$ cat config.mk
export PLATFORM = sky130hd
export DESIGN_NAME = pattern_sweeper
export DESIGN_NICKNAME = d
export VERILOG_FILES = /design/src/rtl/pattern_sweeper_pkg.sv /design/src/rtl/pattern_sweeper_misr.sv /design/src/rtl/pattern_sweeper.sv
export SDC_FILE = /design/constraint.sdc
export NUM_CORES = 1
export LEC_CHECK = 0
export BUFFER_PORTS_ARGS = -buffer_cell sky130_fd_sc_hd__buf_4
export CAP_MARGIN = 20
export CORE_ASPECT_RATIO = 1.25
export CORE_MARGIN = 2
export CORE_UTILIZATION = 57
export DETAILED_ROUTE_END_ITERATION = 10
export GPL_TIMING_DRIVEN = 0
export HOLD_SLACK_MARGIN = 0.05
export PLACE_DENSITY = 0.79
export SYNTH_ARGS = -nofsm -noshare
export SYNTH_HDL_FRONTEND = slang
export SYNTH_SLANG_ARGS = --single-unit
$ cat constraint.sdc
create_clock -name clk -period 2.5 [get_ports clk]
set_clock_uncertainty 0.2 [all_clocks]
set_input_delay 0.625 -clock clk [delete_from_list [all_inputs] [get_ports clk]]
set_output_delay 0.625 -clock clk [all_outputs]
set_load 0.03 [all_outputs]
$ cat src/rtl/pattern_sweeper_pkg.sv
// Shared types and helpers for the pattern sweeper: FSM state encoding,
// dwell counter width and the binary-to-Gray encoder.
package pattern_sweeper_pkg;

  localparam int DCNT_W = 16;

  typedef enum logic [1:0] {
    IDLE  = 2'd0,
    DRIVE = 2'd1,
    DONE  = 2'd2
  } state_t;

  function automatic logic [15:0] gray_enc(input logic [15:0] i);
    return i ^ (i >> 1);
  endfunction

endpackage

$ cat src/rtl/pattern_sweeper_misr.sv
// Rotate-left-and-XOR signature accumulator; folds one response word per
// enabled cycle, cleared at the start of every sweep.
module pattern_sweeper_misr #(
  parameter int RESP_W = 1,
  parameter int SIG_W  = 16
) (
  input  logic              clk,
  input  logic              rst_n,
  input  logic              clr,
  input  logic              en,
  input  logic [RESP_W-1:0] din,
  output logic [SIG_W-1:0]  sig
);

  logic [SIG_W-1:0] din_ext;

  always_comb begin
    din_ext = '0;
    din_ext[RESP_W-1:0] = din;
  end

  always_ff @(posedge clk) begin
    if (!rst_n) begin
      sig <= '0;
    end else if (clr) begin
      sig <= '0;
    end else if (en) begin
      sig <= {sig[SIG_W-2:0], sig[SIG_W-1]} ^ din_ext;
    end
  end

endmodule

$ cat src/rtl/pattern_sweeper.sv
// Exhaustive stimulus sequencer: walks all 2^WIDTH input patterns in binary
// or Gray order, holds each for DWELL cycles and signs the sampled responses.
module pattern_sweeper
  import pattern_sweeper_pkg::*;
#(
  parameter int WIDTH  = 2,
  parameter int DWELL  = 10,
  parameter int RESP_W = 1,
  parameter int SIG_W  = 16
) (
  input  logic              clk,
  input  logic              rst_n,
  input  logic              start,
  input  logic              gray,
  input  logic [RESP_W-1:0] resp_in,
  output logic [WIDTH-1:0]  pattern,
  output logic              sample,
  output logic              busy,
  output logic              done,
  output logic [SIG_W-1:0]  signature
);

  localparam logic [DCNT_W-1:0] DWELL_LAST = DCNT_W'(DWELL - 1);
  localparam logic [WIDTH-1:0]  IDX_LAST   = '1;

  state_t              state, state_next;
  logic [WIDTH-1:0]    idx, idx_next, idx_inc;
  logic [DCNT_W-1:0]   dcnt, dcnt_next;
  logic                gray_q, gray_next;
  logic [WIDTH-1:0]    pattern_next;
  logic                last_cycle;
  logic                misr_clr, misr_en;

  assign idx_inc    = idx + WIDTH'(1);
  assign last_cycle = (dcnt == DWELL_LAST);
  assign sample     = (state == DRIVE) && last_cycle;

  always_ff @(posedge clk) begin
    if (!rst_n) begin
      state   <= IDLE;
      idx     <= '0;
      dcnt    <= '0;
      gray_q  <= 1'b0;
      pattern <= '0;
      busy    <= 1'b0;
      done    <= 1'b0;
    end else begin
      state   <= state_next;
      idx     <= idx_next;
      dcnt    <= dcnt_next;
      gray_q  <= gray_next;
      pattern <= pattern_next;
      busy    <= (state_next == DRIVE);
      done    <= (state_next == DONE);
    end
  end

  // The terminal check happens before the increment, so idx never wraps.
  always_comb begin
    state_next   = state;
    idx_next     = idx;
    dcnt_next    = dcnt;
    gray_next    = gray_q;
    pattern_next = pattern;
    misr_clr     = 1'b0;
    misr_en      = 1'b0;
    case (state)
      IDLE, DONE: begin
        if (start) begin
          state_next   = DRIVE;
          idx_next     = '0;
          dcnt_next    = '0;
          gray_next    = gray;
          pattern_next = '0;
          misr_clr     = 1'b1;
        end
      end
      DRIVE: begin
        if (last_cycle) begin
          misr_en = 1'b1;
          if (idx == IDX_LAST) begin
            state_next   = DONE;
            pattern_next = '0;
          end else begin
            idx_next     = idx_inc;
            dcnt_next    = '0;
            pattern_next = gray_q ? WIDTH'(gray_enc(16'(idx_inc))) : idx_inc;
          end
        end else begin
          dcnt_next = dcnt + DCNT_W'(1);
        end
      end
      default: state_next = IDLE;
    endcase
  end

  pattern_sweeper_misr #(
    .RESP_W (RESP_W),
    .SIG_W  (SIG_W)
  ) u_misr (
    .clk   (clk),
    .rst_n (rst_n),
    .clr   (misr_clr),
    .en    (misr_en),
    .din   (resp_in),
    .sig   (signature)
  );

endmodule

==> results.cfg, run 1 <==
[synth]
synth-adder-area-share_pct = 1.840
syn_area_mm2 = 0.002039
synth_top_family_by_area = simple AND/OR/NAND/NOR gates
yosysTopAreaCellShare_pct = 40.25
synth-async-reset-ratio_pct = 0
synthCells = 230
syn_nets = 238
yosysWarnings = 0
synthXorXnorAreaFrac_pct = 0.8589
muxShareOfSynthArea_pct = 1.534
ys.flop_type = dfxtp_1
synth.area.top_cells = dfxtp_1 40%, nand3_1 5.2%, o21ai_0 4.9%
synth_compound_area_share_pct = 22.64
avgSynthCellArea_um2 = 8.867
yosys.area_share.simple_pct = 26.20
synth-seq-cells = 41
ys_seq_area_share_pct = 40.25
synth-edff-count = 0
synth_top_area_cell = dfxtp_1
synth.distinct_cells = 48

[power_and_ir_drop]
clkPwrFrac_pct = 38.4
power_switching_w = 0.0003084
powerDensity_mw_per_mm2 = 498.0
p_sw_share_pct = 24.61
power.internal_w = 0.0009446
ir_drop_uv = 593.5
p_leak_nw = 0.9737
combPwrFrac_pct = 8.5
pwr-share-seq_pct = 53.1

[grt]
grt_max_degree = 13
first_global_vias = 1793
antenna_found_initial = 0
overflow = 0
gr-usage-all-layers_pct = 25.76
grt_pass1_wl_um = 8217

[detailed_routing]
drt-initial-drc-count = 87
drtPass1Iterations = 4
post_drt_wl_per_cell_um = 17.16
drc_errors = 0
antenna_left = 0
num_vias = 1933
vias_per_cell = 6.317
routed_wl_um = 5252

[floorplanning]
die_height_um = 70.88
die_w_um = 57.50
start_util_pct = 59.06
die-area_mm2 = 0.004075
core_area_mm2 = 0.003453
row_count = 24
pin_count = 26

[placed_design]
place_hpwl_um = 3267
io_buffer_count = 25
post-place-ws_ns = -0.1175
gp_congestion = 0.8248

[run_status]
outcome = complete, no violations

[timing]
period_needed_ns = 2.490
finalHoldViolations = 0
slew_violations = 0
tightest_slew_ns = 0.6719
rsz0062_at_grt = true
worst_slack_ns = 0.009906
setup_violations = 0
finalCritPeriodShare_pct = 99.60
max-slew-margin-rel_pct = 55.04
fmax_mhz = 401.6

[cts]
cts_sinks = 41
clockBufferDepth = 2
ctsHoldBuffers = 0
cts_htree_levels = 2
cts_buffers = 5
clkLatencyLatePin_ns = 0.29
clock-root-buffer = clkbuf_8
clkTransAtPathRegs_ns = 0.08
cts_tree = yes

[min_path]
whs_path_depth = 2
min_path_type = reg2reg

[setup_path]
critical_path_class = reg2out
worstSetupEndpointType = output port
r2r_cells = 11
cp.required_ns = 1.67
cp_max_fo = 5
critPathArrivalTime_ns = 1.67
crit_path_start_kind = register

[layout]
drive_above_1_share_pct = 29.96
fin_nets = 274
final_common_cell = buf_4
fin_util_pct = 72.86
layout_common_cells = 34 x buf_4, 33 x dfxtp_1, 21 x nand3_1
antenna_cells = 0
area_growth_pct = 23.37

[job]
maxCapViolations = 0
[critical path: stages, from the launching register on]
cell,delay (ns)
dfxtp_4,0.37
inv_2,0.07
ha_4,0.13
nor3b_4,0.18
nand4_1,0.20
buf_6,0.19
nor2_4,0.09
buf_6,0.14
[state kept, by name (all words and copies together), names as in the netlist]
| signal | flops |
|---|---|
| pattern | 2 |
| u_misr.sig | 16 |
| dcnt | 16 |
| state | 2 |
| done | 1 |
| busy | 1 |
| gray_q | 1 |
| idx | 2 |
[cell usage after synthesis (3+ instances only)]
library cell	number
a211o_1	3
a211oi_1	3
a21boi_0	5
a21oi_1	17
a221o_1	7
and2_1	3
and4_1	3
and4_2	5
buf_2	6
buf_6	4
clkbuf_1	7
dfxtp_1	41
ha_1	3
inv_1	4
nand2_1	10
nand3_1	21
nand4_1	7
nor2_1	7
nor2b_1	4
nor3_1	4
nor4_1	9
nor4b_1	3
o211ai_1	3
o21ai_0	20
[logic make-up after synthesis]
logic type                 Yosys count
AOI/OAI and AO/OA                   68
xor gates and xnor gates             2
adders and majority gates            3
buffers and inverters               24
DFF                                 41
muxes                                3
and+or+nand+nor                     89
[stage by stage]
| step | TNS, ns | cells | power (W) | instance area, µm² | hold slack, ns |
|---|---|---|---|---|---|
| final | 0 | 306 | 0.001253 | 2516 | 0.2841 |
| after floorplan | 0 | 230 | 0.0007445 | 2039 | 0.2626 |
| after global placement | -0.07910 | 294 | 0.0007749 | 2276 | 0.2725 |
| after CTS | 0 | 309 | 0.001247 | 2481 | 0.2860 |
| after detailed placement | -0.1175 | 294 | 0.0007762 | 2276 | 0.2745 |
| after global routing | -0.04669 | 306 | 0.001298 | 2516 | 0.3150 |
[final cells by class]
cell class                 instances  area (µm²)
multi-input combinational        165        1167
fill                             263       937.1
sequential                        41       835.8
timing repair buffer              32       244.0
buffer                            17       103.9
clock buffer                       7       96.34
tap                               39       48.80
inverter                           4       15.01
clock inverter                     1       5.005
[final timing paths]
check             slack (ns)                        from                         end
setup / recovery        0.01        dcnt[1]$_SDFFE_PN0P_                      sample
hold / removal          0.28  u_misr.sig[4]$_SDFFE_PP0P_  u_misr.sig[5]$_SDFFE_PP0P_
setup reg to reg        0.10        dcnt[1]$_SDFFE_PN0P_       dcnt[13]$_SDFFE_PN0P_
hold reg to reg         0.28  u_misr.sig[4]$_SDFFE_PP0P_  u_misr.sig[5]$_SDFFE_PP0P_
[power by group through the flow]
stage / clock network [W] / registers [W] / logic [W]
detailed placement: 0 / 0.000680 / 0.0000965
global route: 0.000516 / 0.000666 / 0.000116
finish: 0.000481 / 0.000665 / 0.000107
floorplan: 0 / 0.000682 / 0.0000627
CTS: 0.000484 / 0.000665 / 0.0000974
global placement: 0 / 0.000680 / 0.0000953
[per-layer routing]
metal / global-route usage, % / part of all wire, %
met5: 0 / 0
met1: 31.13 / 42
met3: 6.399 / 4.0
met2: 43.06 / 52
met4: 10.85 / 2.0
[timing repair]
action	CTS	global route
pin swaps	2	4
endpoints found under the setup margin	1	16
resized for setup	10	34
setup buffers	7	1
(Power assumes the default switching activity.)
==> inputs of run 2 (changes only) <==
--- a/config.mk
+++ b/config.mk
@@ -9,11 +9,10 @@
 export CAP_MARGIN = 20
 export CORE_ASPECT_RATIO = 1.25
 export CORE_MARGIN = 2
-export CORE_UTILIZATION = 57
+export CORE_UTILIZATION = 45
 export DETAILED_ROUTE_END_ITERATION = 10
 export GPL_TIMING_DRIVEN = 0
 export HOLD_SLACK_MARGIN = 0.05
-export PLACE_DENSITY = 0.79
 export SYNTH_ARGS = -nofsm -noshare
 export SYNTH_HDL_FRONTEND = slang
 export SYNTH_SLANG_ARGS = --single-unit
==> results.cfg, run 2 (synthesis gave the netlist of run 1 again) <==
[floorplanning]
core_area_mm2 = 0.004392
row_count = 27
die_height_um = 79.27
die_w_um = 64.22
die-area_mm2 = 0.005090
pin_count = 26
start_util_pct = 46.44

[timing]
setup_tns_ns = 0
rsz0062_at_grt = true
slew_violations = 0
tightest_slew_ns = 0.6283
max-slew-margin-rel_pct = 57.96
fmax_mhz = 405.7
finalCritPeriodShare_pct = 98.61
finalHoldViolations = 0
period_needed_ns = 2.465
setup_violations = 0

[setup_path]
slowest_delay_ns = 0.32
worstSetupEndpointType = output port
critPathTopFamily = simple AND/OR/NAND/NOR gates
crit_path_start_kind = register
critPathArrivalTime_ns = 1.64
r2r-start = dcnt[8]$_SDFFE_PN0P_
critPathLaunch = dcnt[8]$_SDFFE_PN0P_
crit_top_cell = buf_6
critical_path_class = reg2out
cp_max_fo = 10
cp.required_ns = 1.67
cp_num_buf_inv = 3
path_cells = buf_6, nor4_4, nand4_1, buf_6, nor2_4, buf_6
crit_slowest_cell = dfxtp_1

[cts]
cts_buffers = 5
ctsHoldBuffers = 0
cts_sinks = 41
cts_htree_levels = 2
clkTransAtPathRegs_ns = 0.08
clock-root-buffer = clkbuf_8
cts_tree = yes
clockBufferDepth = 2
clkLatencyLatePin_ns = 0.30

[grt]
first_global_vias = 1810
grt_pass1_wl_um = 8473
grt_max_degree = 13
overflow = 0
gr-usage-all-layers_pct = 21.17
antenna_found_initial = 0

[min_path]
min_path_type = reg2reg
hp-start = u_misr.sig[9]$_SDFFE_PP0P_

[layout]
fin_nets = 277
antenna_cells = 0
area_growth_pct = 26.14
layout_common_cells = 36 x buf_4, 36 x dfxtp_1, 21 x nand3_1
top_regs = dcnt (16), u_misr.sig (16)
fill_cells = 396
drive_above_1_share_pct = 30.37
stdcell_area_mm2 = 0.002572

[detailed_routing]
drt-initial-drc-count = 146
routed_wl_um = 5071
post_drt_wl_per_cell_um = 15.46
drtPass1Iterations = 4
vias_per_cell = 5.902
num_vias = 1936
antenna_left = 0
drc_errors = 0

[placed_design]
placed_area_mm2 = 0.002300
gp_congestion = 0.9055
place_hpwl_um = 3354
io_buffer_count = 25

[power_and_ir_drop]
ir_drop_uv = 401.5
powerDensity_mw_per_mm2 = 488.3
p_leak_nw = 0.9896

[run_status]
outcome = complete, no violations

[job]
maxCapViolations = 0
run 2: cell types whose count changed in the layout (fill, tap and decap cells not counted), sizes merged:
cell | before | now
buf | 43 | 46
run 2: tightest hold or removal path: cells and delay by family (launching register included):
family         cells  cell delay (ns)
AO/OA/AOI/OAI      2             0.10
flip-flops         1             0.33
run 2: power by group:
group | switching (W) | internal, W | total [W]
Clock | 0.000233 | 0.000250 | 0.000482
Sequential | 0.00000503 | 0.000659 | 0.000664
Combinational | 0.0000704 | 0.0000392 | 0.000110
run 2: layout make-up:
cell class	instances	area [µm²]	area share, %
Sequential cell	41	829.5	32.25
Buffer	16	102.6	3.988
Inverter	4	15.01	0.5837
Tap cell	58	72.57	2.821
Clock buffer	7	96.34	3.745
Multi-Input combinational cell	165	1174	45.62
Clock inverter	1	5.005	0.1946
Timing Repair Buffer	36	277.8	10.80
run 2: path summary, 6_finish.rpt:
check / to / slack (ns) / cells past startpoint
worst max register to register: dcnt[8]$_SDFFE_PN0P_ / 0.14 / 10
worst min register to register: u_misr.sig[9]$_SDFFE_PP0P_ / 0.28 / 2
worst max-delay path: sample / 0.03 / 6
worst min-delay path: u_misr.sig[9]$_SDFFE_PP0P_ / 0.28 / 2
run 2: per-stage QoR:
step	instances	hold slack (ns)	power (W)	util (%)	setup WS (ns)
6_report	328	0.2807	0.001256	58.58	0.03486
5_1_grt	328	0.3050	0.001310	58.58	-0.06372
4_1_cts	328	0.2854	0.001266	57.07	0.01419
3_5_place_dp	313	0.2738	0.0007781	52.36	-0.06746
3_3_place_gp	313	0.2734	0.0007782	52.36	-0.08998
2_1_floorplan	230	0.2626	0.0007445	-	0.07344
run 2: what timing repair did:
item,CTS,global route
endpoints found under the setup margin,1,16
buffers inserted,7,5
gates resized for setup,12,32
pin swaps,1,6
run 2: routing by layer:
layer	track usage, %	part of all wire [%]	vias up
li1	-	-	954
met1	25.49	43	922
met5	0	0	-
met3	5.241	4.8	6
met2	35.21	51	54
met4	10.00	1.5	0
